--- src/rtl/pipe_ctrl.sv ---
// Pipeline control unit: merges stage stall requests into a monotone hold vector,
// sequences branch-mispredict recovery (discard + PC redirect) and keeps perf counters.
module pipe_ctrl (
  input  logic        clock,
  input  logic        reset_n,
  input  logic        if_stall_req,
  input  logic        id_stall_req,
  input  logic        mem_stall_req,
  input  logic        ex_mispredict,
  input  logic [31:0] ex_target,
  input  logic        if_busy,
  input  logic        cnt_clear,
  output logic [5:0]  stall,
  output logic        discard,
  output logic        redirect_valid,
  output logic [31:0] redirect_pc,
  output logic [31:0] stall_cycles,
  output logic [31:0] flush_count
);

  localparam int unsigned MemAddrBus = 32;

  typedef enum logic {
    IDLE = 1'b0,
    PEND = 1'b1
  } state_e;

  state_e                state_q, state_d;
  logic [MemAddrBus-1:0] tgt_q, tgt_d;
  logic [31:0]           stall_cnt_q, stall_cnt_d;
  logic [31:0]           flush_cnt_q, flush_cnt_d;
  logic                  accept;

  // Highest requesting stage wins; everything upstream of it holds too.
  always_comb begin
    if (mem_stall_req)     stall = 6'b011111;
    else if (id_stall_req) stall = 6'b000111;
    else if (if_stall_req) stall = 6'b000011;
    else                   stall = 6'b000000;
  end

  // A mispredict from a held EX stage is stale; EX re-presents it later.
  assign accept = ex_mispredict && !stall[3];

  // NOTE: every always_comb output gets a default first so no path can infer a latch.
  always_comb begin
    state_d        = state_q;
    tgt_d          = tgt_q;
    redirect_valid = 1'b0;
    case (state_q)
      IDLE: ;
      PEND: begin
        if (!if_busy) begin
          redirect_valid = 1'b1;
          state_d        = IDLE;
        end
      end
      default: state_d = IDLE;
    endcase
    // A newer accept overrides the redirect just issued from the old target.
    if (accept) begin
      state_d = PEND;
      tgt_d   = ex_target;
    end
  end

  assign discard     = accept || (state_q == PEND);
  assign redirect_pc = tgt_q;

  always_comb begin
    stall_cnt_d = stall_cnt_q;
    flush_cnt_d = flush_cnt_q;
    if (cnt_clear) begin
      stall_cnt_d = '0;
      flush_cnt_d = '0;
    end else begin
      if ((|stall) && (stall_cnt_q != '1)) stall_cnt_d = stall_cnt_q + 32'd1;
      if (accept && (flush_cnt_q != '1))   flush_cnt_d = flush_cnt_q + 32'd1;
    end
  end

  assign stall_cycles = stall_cnt_q;
  assign flush_count  = flush_cnt_q;

  // NOTE: sequential state uses non-blocking assignments so all registers update together.
  always_ff @(posedge clock or negedge reset_n) begin
    if (!reset_n) begin
      state_q     <= IDLE;
      tgt_q       <= '0;
      stall_cnt_q <= '0;
      flush_cnt_q <= '0;
    end else begin
      state_q     <= state_d;
      tgt_q       <= tgt_d;
      stall_cnt_q <= stall_cnt_d;
      flush_cnt_q <= flush_cnt_d;
    end
  end

endmodule

--- config.mk ---
export PLATFORM = sky130hd
export DESIGN_NAME = pipe_ctrl
export DESIGN_NICKNAME = d
export VERILOG_FILES = /design/src/rtl/pipe_ctrl.sv
export SDC_FILE = /design/constraint.sdc
export NUM_CORES = 1
export LEC_CHECK = 0
export BUFFER_PORTS_ARGS = -buffer_cell sky130_fd_sc_hd__buf_2
export CAP_MARGIN = 20
export CORE_ASPECT_RATIO = 1.5
export CORE_MARGIN = 5
export CORE_UTILIZATION = 56
export DETAILED_ROUTE_END_ITERATION = 10
export PLACE_DENSITY = 0.87
export SLEW_MARGIN = 0
export SYNTH_ARGS = -nofsm -noshare
export SYNTH_HDL_FRONTEND = slang
export SYNTH_SLANG_ARGS = --single-unit
--- constraint.sdc ---
create_clock -name clock -period 7.2 [get_ports clock]
set_input_delay 1.08 -clock clock [delete_from_list [all_inputs] [get_ports clock]]
set_output_delay 1.08 -clock clock [all_outputs]
set_load 0.1 [all_outputs]
After elaboration in Yosys (flattened, before gate mapping):

Index checks and enable logic that the tools add are counted.

* add/sub/neg operators: 2
* reduce and logical (&&, ||, !) cells: 8
* equality and inequality tests: 2
* multiplexer cells: 12

Operator list (number)
* 2-to-1 mux 32 bit: 4
* adder 32 x 1 -> 32 bit, second input constant: 2
* != test 32 bit, second input constant: 2
* 2-to-1 mux 6 bit: 1
* OR reduction 6 bit: 1
* 2-to-1 mux 1 bit: 5
* nonzero test 2 bit: 2
* logical AND 1 bit: 3
* 2-to-1 mux 3 bit: 1
* 2-to-1 mux 2 bit: 1
* zero test 1 bit: 1
* logical OR 1 bit: 1

* logic and storage cells: 28
* output and inout bits: 104
* register bits: 97
* bits of input ports: 40

Depth between registers and ports, before layout:

Gate-level depths: netlist of the first run.

* depth after elaboration: 8
* mapped depth: 8
* mapped depth without buffers: 6

Least setup slack after synthesis of the first run:

OpenSTA, ideal clock, no wires.

* path type: input port to output port
* start point: in if_busy
* end point: out redirect_valid
* buffers on the path: 0
* setup slack: 3705 ps
* arrival time: 2415 ps
* required time: 6120 ps
* stages: 1
* cell sequence: nor2b_1

* longest elaborated chain between the ends: 2

RTL lines
* from (decl): RTL line 11 `input logic if_busy,`
* 2-to-1 mux 1 bit: RTL line 53 `if (!if_busy) begin`
* 2-to-1 mux 1 bit: RTL line 50 `case (state_q)`
* to (decl): RTL line 15 `output logic redirect_valid,`

Every way passes these cells.

Worst setup path in the final report of the first run:

* start point: in mem_stall_req
* end point: out stall[1]

* longest elaborated chain between the ends: 1

RTL lines
* from (decl): RTL line 8 `input logic mem_stall_req,`
* 2-to-1 mux 6 bit: RTL line 36 `if (mem_stall_req) stall = 6'b011111;`
* to (decl): RTL line 13 `output logic [5:0] stall,`

Every way passes these cells.

==> impl_metrics.py, run 1 <==
metrics = {
    "run_status": {
        "outcome": "completed",
    },
    "setup_path": {
        "cpMaxStageDelayCell": "nor3_1",
        "r2r-end": "stall_cycles[31]",
        "crit_fanout": 6,
        "criticalPathCategory": "in2out",
        "r2r-start": "stall_cycles[23]",
        "endpoint_kind": "primary output",
        "path_cells": "buf_2, nor3_1, inv_1, buf_2",
        "reg2regPathDepth": 5,
        "startpoint_type": "input pin",
        "crit_path_frequent_cell": "buf_2",
        "reg2reg_slack_ns": 4.37,
        "cp_data_arrival_time_ns": 2.26,
        "critPathRequiredTime_ns": 6.12,
        "critPathMaxStageDelay_ns": 0.48,
    },
    "power": {
        "seq_power_share_pct": 42.7,
        "pwr-share-comb_pct": 22.1,
        "power_frac_clock_pct": 35.2,
        "power.switching_w": 0.000490,
        "p_leak_nw": 2.85,
        "p_per_area_mw_per_mm2": 229,
        "irDropWorstVdd_mv": 0.187,
        "switching_share_pct": 35.7,
        "p_int_w": 0.000884,
    },
    "detailed_routing": {
        "drt_iter0_markers": 258,
        "drc_errors": 0,
        "avgViaCountPerCell": 5.93,
        "wl_per_cell_um": 16.4,
        "dr.pass1.iters": 6,
        "wirelength_um": 13000,
        "vias": 4730,
        "ant_nets": 0,
    },
    "clock_network": {
        "cts_sinks": 97,
        "post-cts-setup-buffers": 0,
        "cts_buffer_depth": 2,
        "cts_max_level": 3,
        "tritoncts": "built",
        "cts-root-buf": "clkbuf_16",
        "numCtsBuffers": 9,
        "clk_pin_slew_ns": 0.07,
        "postCtsResizedCells": 0,
        "clkLatencyLatePin_ns": 0.34,
        "postCtsHoldBufs": 0,
    },
    "timing": {
        "setup_slack_ns": 3.86,
        "max_slew_margin_pct": 23.7,
        "period_share_pct": 46.4,
        "post-route-min-period_ns": 3.34,
        "timing.hold.ws_ns": 0.472,
        "setup_viol": 0,
        "slew_viol_final": 0,
        "setup_total_negative_slack_ns": 0,
        "final_hold_viol_count": 0,
        "grt_setup_unrepaired": "no",
        "tightest_slew_ns": 1.13,
        "clock.fmax_ghz": 0.299,
        "clock_skew_ns": 0.00922,
    },
    "worst_hold_path": {
        "hp-start": "redirect_pc[23]",
        "hold_depth": 2,
        "worstHoldPathType": "reg2reg",
        "whs_endpoint": "redirect_pc[23]",
    },
    "yosys": {
        "synthesis.area_sq_mm": 0.00495,
        "ys_warn_count": 0,
        "synth_area_leaders": "dfrtp_1 (49%), nand2_1 (9.5%), a21oi_1 (3.8%), nand4_1 (3.2%), nor2_1 (2.9%)",
        "synth_top_area_share_pct": 49.0,
        "post_synth.cell_area_avg_sq_um": 8.91,
        "ys_types": 48,
        "synth_nets": 598,
        "ys_ff_latch": 97,
        "yosysTopAreaCell": "dfrtp_1",
        "netlist_instances": 556,
        "yosysSeqAreaShare_pct": 49.0,
    },
    "global_routing": {
        "grt_max_degree": 79,
        "grt_pass1_vias": 4613,
        "grt_first_pass_wirelength_um": 21500,
        "grt_overflow": 0,
        "grtUsageTotal_pct": 24.3,
        "antenna_found_initial": 0,
    },
    "placement": {
        "portBuffers": 142,
        "dp.final_hpwl_um": 9310,
        "pre_cts_ws_ns": 3.72,
        "place_congestion": 0.837,
    },
    "final_layout": {
        "area_growth_pct": 21.3,
        "regArea_sq_mm": 0.00243,
        "layout_common_cells": "buf_2 (141), nand2_1 (126), dfrtp_1 (97)",
        "layout.nets": 724,
        "multi_input_area_sq_mm": 0.00237,
        "fin_util_pct": 68.9,
        "drive_gt1_share_pct": 27.7,
        "fill_cells": 689,
        "final_common_cell": "buf_2",
        "antennaDiodeCount": 0,
    },
    "flow_run": {
        "cap_violations": 0,
    },
    "die": {
        "fp.coreArea_sq_mm": 0.00872,
        "rows": 42,
        "dieArea_sq_mm": 0.0109,
        "pin_count": 144,
        "start_util_pct": 56.8,
        "die_w_um": 86.8,
        "die_y_um": 125,
    },
}
## synth_stat cells, drive strengths merged
master and n:
o21ba 1, inv 7, a41o 1, o41ai 1
a21oi 38, xnor2 12, conb 1, or3 19
or2 4, nor4b 1, nand4bb 1, o21ai 17
nor3b 3, nor4 14, or4b 1, ha 2
a31oi 1, nand2 126, nand4 25, dfrtp 97
nor3 6, clkbuf 21, and3 3, a31o 3
nor2b 12, nor2 38, nand3 16, o31ai 15
or4 16, mux2 11, and2 4, buf 10
mux2i 1, and4b 1, o21a 1, o211ai 1
and4 11, a211oi 7, nand2b 5, xor2 1
a311oi 1
## worst max-delay path: cells and delay by family
family | cells | cell delay (ns)
AND/OR/NAND/NOR | 1 | 0.48
buffers and inverters | 3 | 0.70
## layout make-up
class                      instances  area share, %
sequential                        97           40.4
inverter                           7          0.437
clock inverter                     7           1.27
multi-input combinational        421           39.5
timing repair buffer             146           12.4
tap                              110           2.29
clock buffer                       9           3.75
## how the worst max path moves through the flow
stage / cells after the start / slack, ns / to / startpoint
after detailed placement: 6 / 3.72 / flush_count[30] / mem_stall_req
after global placement: 6 / 3.74 / flush_count[30] / mem_stall_req
after floorplan: 1 / 3.70 / redirect_valid / if_busy
after CTS: 4 / 3.91 / discard / mem_stall_req
final: 4 / 3.86 / stall[1] / mem_stall_req
after global routing: 4 / 3.80 / stall[0] / mem_stall_req
## power by group through the flow
stage / Clock [W] / Combinational, W / Sequential (W)
2_1_floorplan: 0 / 0.0000615 / 0.000777
3_3_place_gp: 0 / 0.000301 / 0.000595
3_5_place_dp: 0 / 0.000306 / 0.000595
4_1_cts: 0.000490 / 0.000306 / 0.000586
5_1_grt: 0.000514 / 0.000319 / 0.000590
6_report: 0.000484 / 0.000304 / 0.000586
## metal layers
metal / vias to the layer above / routed length (um) / GRT usage (%)
met3: 15 / 989 / 5.20
met1: 2268 / 5050 / 29.3
met2: 211 / 6790 / 41.7
met4: 0 / 217 / 9.08
li1: 2236 / - / -
met5: - / 0 / 0
## cell families (layout without fill, tap and decap cells)
family | after synthesis | after routing | synth area share [%]
other | 1 | 1 | 0.0757
adder cells (fa/ha/maj) | 2 | 2 | 0.505
buffers and inverters | 38 | 169 | 3.28
XOR/XNOR | 13 | 13 | 2.30
AND/OR/NAND/NOR | 306 | 306 | 31.5
flip-flops | 97 | 97 | 49.0
multiplexers | 12 | 12 | 2.70
AO/OA/AOI/OAI | 87 | 87 | 10.6
## flip-flops by register name (all words and copies together) (netlist names)
signal / count
redirect_pc: 32
stall_cycles: 32
state_q: 1
flush_count: 32
## stage by stage
step / std cells / area, sq um / power (W)
6_report: 797 / 6010 / 0.00137
5_1_grt: 797 / 6010 / 0.00142
4_1_cts: 797 / 6010 / 0.00138
3_5_place_dp: 781 / 5710 / 0.000902
3_3_place_gp: 781 / 5710 / 0.000896
2_1_floorplan: 556 / 4950 / 0.000838
Note: power is estimated with default switching activity, not from simulation.
==> inputs of run 2 (changes only) <==
- CORE_UTILIZATION: 56 -> 52
- PLACE_DENSITY: 0.87 -> 0.82
- clock period: 7.2 -> 3.2 ns (I/O delays scaled with it)
==> run 2 against run 1 <==
The flow now finishes with violations (DRC). Global-route usage shrank 1.9 points. Register-to-register slack worse by 3.7 ns. Setup slack worse by 3.2 ns. Via count grew 0.66%. Cell count rose by 0.63%. Design area up 0.62%. Routed wire length rose by 1.6%. Hold slack lost 0.30 ns. Non-clock buffer count up 3. Sequential share of layout area down 0.25 points. Critical path depth increased by 2. Critical path type is now reg2reg. Critical endpoint is now flush_count[30].
==> impl_metrics.py, run 2 (synthesized netlist as in run 1, its figures left out) <==
metrics = {
    "setup_path": {
        "cpMaxStageDelayCell": "or4_1",
        "reg2regPathDepth": 6,
        "critPathMaxStageDelay_ns": 0.67,
        "endpoint_kind": "flop",
        "cp_data_arrival_time_ns": 2.79,
        "critPathRequiredTime_ns": 3.47,
        "path_cells": "ha_1, nand3_2, or4_1, or4_4, or3_1, a21oi_1",
        "path_depth": 6,
        "criticalPathCategory": "reg2reg",
        "cpLargestDelayFamily": "simple AND/OR/NAND/NOR gates",
        "crit_fanout": 7,
        "startpoint_type": "flop",
        "crit_buf_inv": 0,
    },
    "global_routing": {
        "grt_overflow": 0,
        "antenna_found_initial": 0,
        "met2_usage_pct": 38.9,
        "use_met3_pct": 6.33,
        "grtUsageTotal_pct": 22.3,
        "grt.busiest_layer": "met2",
        "grt_pass1_vias": 4729,
        "grt_max_degree": 53,
        "grt_first_pass_wirelength_um": 21700,
        "gr-usage-met1_pct": 25.5,
    },
    "detailed_routing": {
        "dr.pass1.iters": 8,
        "wl_per_cell_um": 16.5,
        "drt_iter0_markers": 256,
        "drc_errors": 1,
        "vias": 4761,
        "wirelength_um": 13200,
        "ant_nets": 0,
        "avgViaCountPerCell": 5.94,
    },
    "final_layout": {
        "drive_gt1_share_pct": 27.7,
        "stdcell_area_sq_mm": 0.00605,
        "regArea_sq_mm": 0.00243,
        "layout.nets": 727,
        "antennaDiodeCount": 0,
        "layout_common_cells": "buf_2 (141), nand2_1 (126), dfrtp_1 (97)",
        "final_common_cell": "buf_2",
        "fill_cells": 771,
        "area_growth_pct": 22.0,
        "multi_input_area_sq_mm": 0.00237,
    },
    "timing": {
        "post-route-min-period_ns": 2.53,
        "max_slew_margin_pct": 57.2,
        "slew_viol_final": 0,
        "tightest_slew_ns": 0.643,
        "grt_setup_unrepaired": "no",
        "period_share_pct": 79.0,
        "clock.fmax_ghz": 0.395,
        "final_hold_viol_count": 0,
        "setup_viol": 0,
        "setup_total_negative_slack_ns": 0,
        "clock_skew_ns": 0.00710,
    },
    "power": {
        "p_leak_nw": 2.87,
        "irDropWorstVdd_mv": 0.467,
        "p_total_w": 0.00306,
        "p_per_area_mw_per_mm2": 507,
    },
    "clock_network": {
        "postCtsResizedCells": 0,
        "cts_max_level": 3,
        "cts-root-buf": "clkbuf_16",
        "clkLatencyLatePin_ns": 0.34,
        "post-cts-setup-buffers": 0,
        "cts_sinks": 97,
        "numCtsBuffers": 9,
        "clk_pin_slew_ns": 0.07,
        "tritoncts": "built",
        "cts_buffer_depth": 2,
        "postCtsHoldBufs": 0,
    },
    "run_status": {
        "violations": "DRC",
        "outcome": "finished with violations",
    },
    "die": {
        "pin_count": 144,
        "die_y_um": 130,
        "dieArea_sq_mm": 0.0116,
        "die_w_um": 89.7,
        "fp.coreArea_sq_mm": 0.00931,
        "rows": 43,
        "start_util_pct": 53.2,
    },
    "placement": {
        "place_congestion": 0.939,
        "portBuffers": 142,
        "dp.final_hpwl_um": 9510,
        "postPlaceCellArea_sq_mm": 0.00576,
    },
    "worst_hold_path": {
        "worstHoldPathType": "in2async",
    },
    "flow_run": {
        "cap_violations": 0,
    },
}
run 2: worst paths after layout:
check / from / to / slack (ns)
max in group asynchronous: reset_n / flush_count[27] / 2.34
worst min register to register: redirect_pc[27] / redirect_pc[27] / 0.47
worst max register to register: flush_count[0] / flush_count[30] / 0.67
worst min-delay path: reset_n / stall_cycles[23] / 0.18
min in group clock: ex_target[18] / redirect_pc[18] / 0.33
worst max-delay path: flush_count[0] / flush_count[30] / 0.67
run 2: metal layers:
metal / share of wire [%] / vias to the layer above
met3: 8.1 / 34
met5: 0 / -
met1: 39 / 2294
met2: 50 / 200
li1: - / 2233
met4: 2.8 / 0
run 2: cell type report:
class	instances	area share (%)
clock inverters	5	0.931
repair buffers	149	13.1
well taps	112	2.32
inverters	7	0.435
multi-input cells	421	39.3
clock buffers	11	3.85
flip-flops and latches	97	40.1
run 2: power breakdown:
part	switching [W]	internal [W]	leakage, nW
clock	0.000449	0.000605	0.139
sequential	0.0000373	0.00128	1.30
combinational	0.000591	0.0000985	1.43
run 2: per-stage QoR:
| step | hold WS, ns | utilization [%] | cells | setup slack (ns) |
|---|---|---|---|---|
| 2_1_floorplan | 0.184 | - | 556 | 0.124 |
| 3_3_place_gp | 0.454 | 61.9 | 786 | 0.671 |
| 3_5_place_dp | 0.458 | 61.9 | 786 | 0.669 |
| 4_1_cts | 0.188 | 65.0 | 802 | 0.685 |
| 5_1_grt | 0.224 | 65.0 | 802 | 0.559 |
| 6_report | 0.176 | 65.0 | 802 | 0.671 |
==> inputs of run 3 (changes only) <==
- ABC_AREA: default -> 1
- CORE_UTILIZATION: 52 -> 48
- PLACE_DENSITY: 0.82 -> 0.78
- clock period: 3.2 -> 2.1 ns (I/O delays scaled with it)
==> run 3 against run 2 <==
First-iteration DRC count fell by 23%. Sequential share of layout area shrank 3.9 points. Clock power grew 63%. Critical endpoint is now stall_cycles[5]. Fmax rose by 32%. Combinational power grew 61%. Synthesized cell count increased by 42%. Die area up 19%. Highest routed layer unchanged. Core utilization down 5.1 points. Critical path type unchanged. The run now ends clean. Sequential power up 52%. Hold slack got worse by 0.019 ns. Setup slack got worse by 0.49 ns.
==> impl_metrics.py, run 3 <==
metrics = {
    "run_status": {
        "outcome": "completed",
    },
    "setup_path": {
        "startpoint_type": "flop",
        "cpLargestDelayFamily": "simple AND/OR/NAND/NOR gates",
        "critPathRequiredTime_ns": 2.36,
        "crit_buf_inv": 2,
        "crit_fanout": 22,
        "criticalPathCategory": "reg2reg",
        "cp_data_arrival_time_ns": 2.18,
        "critPathMaxStageDelay_ns": 0.40,
        "endpoint_kind": "flop",
        "cpMaxStageDelayCell": "dfrtp_2",
        "path_cells": "ha_1, nand3_1, inv_2, nand2_2, nor2_4, nand2_1, nand2_2, buf_12, nand3_1, o21ai_1",
    },
    "die": {
        "dieArea_sq_mm": 0.0139,
        "rows": 48,
        "fp.coreArea_sq_mm": 0.0114,
        "die_w_um": 97.8,
        "pin_count": 144,
        "start_util_pct": 48.7,
        "die_y_um": 142,
    },
    "global_routing": {
        "gr-usage-met1_pct": 25.4,
        "grt_overflow": 0,
        "grtUsageTotal_pct": 22.6,
        "use_met3_pct": 3.69,
        "grt_pass1_vias": 5311,
        "antenna_found_initial": 0,
        "grt_first_pass_wirelength_um": 25600,
        "grt.busiest_layer": "met2",
        "grt_max_degree": 45,
        "met2_usage_pct": 42.2,
    },
    "final_layout": {
        "multi_input_area_sq_mm": 0.00273,
        "final_common_cell": "nand2_1",
        "fill_cells": 1117,
        "layoutNonFillerInstCount": 1089,
        "layout_common_cells": "nand2_1 (334), buf_2 (140), nor2_1 (84)",
        "regArea_sq_mm": 0.00248,
        "drive_gt1_share_pct": 25.6,
        "area_growth_pct": 22.9,
        "antennaDiodeCount": 0,
        "layout.nets": 976,
    },
    "timing": {
        "slew_viol_final": 0,
        "period_share_pct": 91.5,
        "clock.fmax_ghz": 0.520,
        "final_hold_viol_count": 0,
        "post-route-min-period_ns": 1.92,
        "max_slew_margin_pct": 65.0,
        "clock_skew_ns": 0.00749,
        "setup_viol": 0,
        "grt_setup_unrepaired": "no",
        "setup_slack_ns": 0.178,
        "tightest_slew_ns": 0.526,
        "setup_total_negative_slack_ns": 0,
    },
    "yosys": {
        "synth_top_area_share_pct": 43.7,
        "synth_area_leaders": "dfrtp_1 (44%), nand2_1 (23%), nand3_1 (7.1%), nor2_1 (5.7%), inv_1 (4.1%)",
        "synth_flop_cell": "dfrtp_1",
        "synth-edff-count": 0,
        "ys_types": 32,
        "synth.most_common_cell": "nand2_1",
        "yosysSeqAreaShare_pct": 43.7,
        "synthesis.area_sq_mm": 0.00556,
        "synth_nets": 833,
        "synthArstFlopShare_pct": 100,
        "ys_warn_count": 0,
        "ys_ff_latch": 97,
        "yosysTopAreaCell": "dfrtp_1",
        "post_synth.cell_area_avg_sq_um": 7.02,
        "netlist_instances": 791,
        "synth_common_cells": "nand2_1 (334), dfrtp_1 (97), nor2_1 (84), nand3_1 (79), inv_1 (60)",
    },
    "flow_run": {
        "cap_violations": 0,
    },
    "placement": {
        "dp.final_hpwl_um": 11900,
        "pre_cts_ws_ns": 0.190,
        "portBuffers": 142,
        "place_congestion": 0.915,
        "dp.cells": 1072,
    },
    "clock_network": {
        "cts-root-buf": "clkbuf_16",
        "clk_pin_slew_ns": 0.07,
        "clkLatencyLatePin_ns": 0.34,
        "cts_buffer_depth": 2,
        "numCtsBuffers": 9,
        "tritoncts": "built",
        "cts_sinks": 97,
        "cts_max_level": 3,
    },
    "power": {
        "irDropWorstVdd_mv": 0.369,
        "p_leak_nw": 3.45,
        "p_total_w": 0.00483,
        "p_per_area_mw_per_mm2": 707,
    },
    "detailed_routing": {
        "dr.pass1.iters": 5,
        "drt_iter0_markers": 197,
        "drc_errors": 0,
        "vias": 5476,
        "wirelength_um": 15400,
        "avgViaCountPerCell": 5.03,
        "ant_nets": 0,
        "wl_per_cell_um": 14.2,
    },
    "worst_hold_path": {
        "worstHoldPathType": "in2reg",
    },
}
==> run 3: cell count changes after synthesis, moves of 15 or more <==
cell	change
a21oi_1	-33
o21ai_1	+25
inv_1	+53
nand3_1	+64
nor2_1	+46
nand2_1	+208
nand4_1	-21
or3_1	-17
o31ai_1	-15
==> run 3: per-layer routing <==
layer  vias up  part of all wire (%)  wire (um)
met5         -                     0          0
met3        30                   4.2        643
met2       145                    55       8480
met1      2549                    38       5850
li1       2752                     -          -
met4         0                   2.9        454
==> run 3: worst paths after layout <==
kind,slack [ns],startpoint,depth (start not counted),endpoint
min in group asynchronous,0.48,reset_n,2,redirect_pc[28]
min reg2reg,0.47,redirect_pc[1],2,redirect_pc[1]
min,0.16,ex_target[19],3,redirect_pc[19]
max reg2reg,0.18,stall_cycles[0],10,stall_cycles[5]
max in group asynchronous,0.98,reset_n,3,flush_count[11]
max,0.18,stall_cycles[0],10,stall_cycles[5]
==> run 3: cell families after synthesis <==
group / count (synthesis) / synth area share [%]
and+or+nand+nor: 525 / 39.4
buffers and inverters: 90 / 7.09
DFF: 97 / 43.7
AOI/OAI and AO/OA: 48 / 4.91
xor gates and xnor gates: 28 / 4.41
other: 1 / 0.0675
adders and majority gates: 2 / 0.450
==> run 3: cell type report <==
class / count / share of cell area [%]
Clock buffer: 9 / 3.30
Clock inverter: 7 / 1.30
Inverter: 66 / 3.70
Multi-Input combinational cell: 604 / 40.0
Sequential cell: 97 / 36.3
Tap cell: 150 / 2.75
Timing Repair Buffer: 156 / 12.6
==> run 3: worst min-delay path: cells and delay by family <==
family	cells	cell delay, ns
AND/OR/NAND/NOR	2	0.08
buffers and inverters	1	0.07
==> run 3: timing repair <==
item                                    in CTS  in global routing
endpoints found under the setup margin       0                  2
hold buffers                                 1                  0
resized for setup                            0                  0
hold endpoints to repair                    38                  0
setup buffers                                0                  0
==> run 3: metrics by stage <==
| step | utilization, % | hold slack [ns] | area (sq um) |
|---|---|---|---|
| CTS | 59.8 | 0.147 | 6830 |
| detailed placement | 57.0 | 0.333 | 6500 |
| floorplan | - | 0.0194 | 5610 |
| global placement | 57.0 | 0.324 | 6500 |
| finish | 59.8 | 0.157 | 6830 |
| global route | 59.8 | 0.160 | 6830 |
==> run 3: where the power goes <==
part           switching, W  leakage (nW)  internal, W
Combinational      0.000943          2.06     0.000166
Sequential        0.0000498          1.23      0.00195
Clock              0.000766         0.149     0.000947
Total               0.00176          3.45      0.00307
